**src/rtl/decod_47.sv**
```systemverilog
// BCD-to-7-segment decoder for one microwave timer display digit.
// Registered output with one cycle of latency and an optional common-anode inversion.
module decod_47 #(
    parameter bit ACTIVE_LOW = 1'b0
) (
    input  logic       clk,
    input  logic       rst,
    input  logic       A,
    input  logic       B,
    input  logic       C,
    input  logic       D,
    input  logic       blank,
    output logic [6:0] segs
);

    // Active-high {a..g} patterns; non-BCD codes show nothing.
    function automatic logic [6:0] seg_decode(input logic [3:0] code);
        logic [6:0] pat;
        case (code)
            4'd0:    pat = 7'h7E;
            4'd1:    pat = 7'h30;
            4'd2:    pat = 7'h6D;
            4'd3:    pat = 7'h79;
            4'd4:    pat = 7'h33;
            4'd5:    pat = 7'h5B;
            4'd6:    pat = 7'h5F;
            4'd7:    pat = 7'h70;
            4'd8:    pat = 7'h7F;
            4'd9:    pat = 7'h7B;
            default: pat = 7'h00;
        endcase
        return pat;
    endfunction

    logic [6:0] seg_p0;
    logic [6:0] seg_p1;

    // Stage 0: combinational decode with blanking.
    always_comb begin
        seg_p0 = 7'h00;
        if (!blank)
            seg_p0 = seg_decode({A, B, C, D});
    end

    // Stage 1: output register; reset drives the off pattern.
    always_ff @(posedge clk) begin
        if (rst)
            seg_p1 <= 7'h00;
        else
            seg_p1 <= seg_p0;
    end

    // Polarity is applied after the register so reset and blank invert too.
    assign segs = ACTIVE_LOW ? ~seg_p1 : seg_p1;

endmodule

```
**config.mk**
```make
export PLATFORM = sky130hd
export DESIGN_NAME = decod_47
export DESIGN_NICKNAME = d
export VERILOG_FILES = /design/src/rtl/decod_47.sv
export SDC_FILE = /design/constraint.sdc
export NUM_CORES = 1
export LEC_CHECK = 0
export ABC_AREA = 1
export CAP_MARGIN = 15
export CORE_AREA = 2 2 39 41
export DETAILED_ROUTE_END_ITERATION = 8
export DIE_AREA = 0 0 41 43
export HOLD_SLACK_MARGIN = 0.08
export SYNTH_ARGS = -nofsm -noshare
export SYNTH_HDL_FRONTEND = slang
export SYNTH_SLANG_ARGS = --single-unit
```
**constraint.sdc**
```tcl
create_clock -name clk -period 1.4 [get_ports clk]
set_input_delay 0.35 -clock clk [delete_from_list [all_inputs] [get_ports clk]]
set_output_delay 0.35 -clock clk [all_outputs]
set_load 0.05 [all_outputs]
```
**Word-level counts from Yosys, hierarchy flattened**

Memory sizes are Yosys's and may differ from the RTL's. A register that Yosys moved wholly into a read port is not among the register bits.
Index checks and enable logic that the tools add are counted.

- Reduce and logical (&&, ||, !) cells: 1

Operator list:

| cell | count |
|---|---|
| $reduce_or A2 Y1 | 1 |

- Register bits: 0
- Memory bits (read-only): 112
- Input port bits: 7
- Word-level logic and storage cells: 2
- Memories: 1

Memories:

| name | words | bits a word | rd ports | clocked after Yosys merged registers in | wr ports | line | RTL |
|---|---|---|---|---|---|---|---|
| (no name shown) | 16 | 7 | 1 | 1 | 0 | 19 | `case (code)` |

**Logic depth before layout (Yosys ltp)**

- Depth after elaboration: 1
- Gate-level depth with buffers: 6
- Mapped depth without buffers: 6

**Worst setup path after synthesis**

No wires, ideal clock.

- Path kind: input port to flip-flop
- Start point: input C
- End point: register seg_p1[3], in the netlist segs[3]
- Setup time: 0.117 ns
- Arrival time: 0.909 ns
- Required time: 1.283 ns
- Setup slack: 0.374 ns
- Stages on the path: 6
- Buffers on the path: 0
- Path through: inv_1 ha_1 nand2_1 nand2_1 nor2_1 nor2_1

RTL lines:

| element | line | RTL |
|---|---|---|
| start: declaration | 10 | `input logic C,` |
| end: declaration | 36 | `logic [6:0] seg_p1;` |

==> results.toml <==
[logic_synthesis]
yosys.cell_types.count = 8
synth_area_leaders = "dfxtp_1 (41%), ha_1 (22%), nor2_1 (16%), nand2_1 (8.7%), inv_1 (7.6%)"
yosysTopAreaCellShare_pct = 40.6
netlist_instances = 46
mappedNetlistArea_um2 = 345
yosysWarnings = 0
syn_nets = 59
synth_top_area_cell = "dfxtp_1"
synth-seq-area-share_pct = 40.6
ys_ff_latch = 7
synth.avg_cell_area_um2 = 7.51

[timing]
worstMarginPinSlew_ns = 0.223
fin_crit_sh_pct = 92.6
rsz0062_at_grt = "no"
max-slew-margin-rel_pct = 85.1
timing.fmax_mhz = 772
setup_viol_count_final = 0
timing.final.crit_period_ns = 1.30
hold_viol = 0
slew_viol_final = 0
fin_hold_ws_ns = 0.637

[clock_network]
root_buffer = "clkbuf_4"
clock-sinks = 7
cts_tree = "built"
path_clk_slew_ns = 0.05
numCtsBuffers = 3
clk_path_buf_depth = 2
h-tree-depth = 1
ctsHoldBuffers = 0
post_cts_buffers = 0
ctsResizeCount = 0

[critical_path]
worstPathRequired_ns = 1.53
worstPathArrival_ns = 1.42
critPathCaptureType = "register"
start_kind = "input port"
path_max_fanout = 3
crit_type = "in -> reg"

[min_path]
hold_start = "C"
holdPathStages = 6
worstHoldPathType = "in -> reg"
whs_endpoint = "segs[0]"

[power]
leakagePower_uw = 0.000325
ir_drop_v = 0.000219
power_uw = 523
p_per_area_mw_per_mm2 = 838

[global_route]
grt_max_degree = 8
first_global_vias = 264
gr-total-overflow = 0
track_usage_pct = 8.04
antenna_found_initial = 0
grt_pass1_wl_um = 890

[cells_and_area]
final_area_um2 = 624
drive_gt1_share_pct = 22.4
final_common_cell = "nor2_1"
finalNonFillerCells = 83
finalCoreUtilization_pct = 45.1
antenna_cells = 0
fillers = 138
final_cell_mix = "nor2_1 (15), nand2_1 (8), buf_12 (7), dfxtp_1 (7)"
area_growth_pct = 80.8
fin_nets = 81
largest_reg_flops = 7

[run]
maxCapViolations = 0

[detailed_routing]
wirelength_um = 539
ant_nets = 0
viasPerCell = 3.76
firstDrtPassIters = 3
post_drt_wl_per_cell_um = 6.49
drt_first_iter_violations = 1
drcViolationCount = 0
via_count = 312

[floorplan]
rows = 14
core_area_mm2 = 0.00138
fp.dieH_um = 43
die_width_um = 41
num_io_pins = 14
dieArea_mm2 = 0.00176
initial_utilization_pct = 25.0

[placed_design]
port_buffers = 13
dp_hpwl_um = 466
dp.cells = 79
place_area_um2 = 596
place_congestion = 0.812

[run_status]
status = "completed"
==> Yosys cell counts <==
library cell,n
nor2_1,15
nand2_1,8
o21ai_0,1
a21boi_0,1
o21ai_1,1
inv_1,7
ha_1,6
dfxtp_1,7
==> per-layer routing <==
layer / routed length [µm] / vias up / global-route usage, %
met4: 13 / 0 / 12.0
met2: 277 / 9 / 12.2
met1: 208 / 125 / 6.45
met3: 40 / 2 / 1.57
met5: 0 / - / 0
li1: - / 176 / -
==> where the power goes <==
part	total (µW)	internal, µW	leakage (µW)	switching, µW
combinational	136	69.2	0.000253	67.1
sequential	217	210	0.0000574	6.98
clock	170	108	0.0000150	62.3
total	523	387	0.000325	136
==> kinds of logic (layout without fill, tap and decap cells) <==
logic type,count (synthesis),count (layout),synth area share [%]
compound gates,3,3,5.07
simple gates,23,23,25.0
buf+inv,7,28,7.61
fa+ha+maj,6,6,21.7
flops,7,7,40.6
==> metrics by stage <==
step	setup TNS, ns	worst slack, ns
after global placement	-0.602	-0.195
after detailed placement	-0.631	-0.195
after global routing	0	0.000168
after floorplan	0	0.374
after CTS	0	0.0659
final	0	0.104
==> critical path: stages <==
cell and delay, ns:
clkdlybuf4s50_1 0.47, inv_1 0.07, ha_1 0.27, nand2_1 0.08, nand2_1 0.05, nor2_1 0.08
nor2_1 0.05
==> how the worst max path moves through the flow <==
| stage | from | endpoint | slack [ns] | cells past startpoint |
|---|---|---|---|---|
| global route | D | segs[3] | 0.0002 | 7 |
| detailed placement | C | segs[3] | -0.19 | 7 |
| floorplan | C | segs[3] | 0.37 | 6 |
| CTS | C | segs[3] | 0.07 | 7 |
| finish | D | segs[3] | 0.10 | 7 |
| global placement | C | segs[3] | -0.20 | 7 |
==> cell type report <==
class	count	area [µm²]	share of cell area (%)
Clock buffer	4	26.3	4.21
Inverter	7	26.3	4.21
Multi-Input combinational cell	32	179	28.7
Sequential cell	7	140	22.4
Tap cell	16	20.0	3.21
Timing Repair Buffer	17	233	37.3
(Power assumes the default switching activity.)
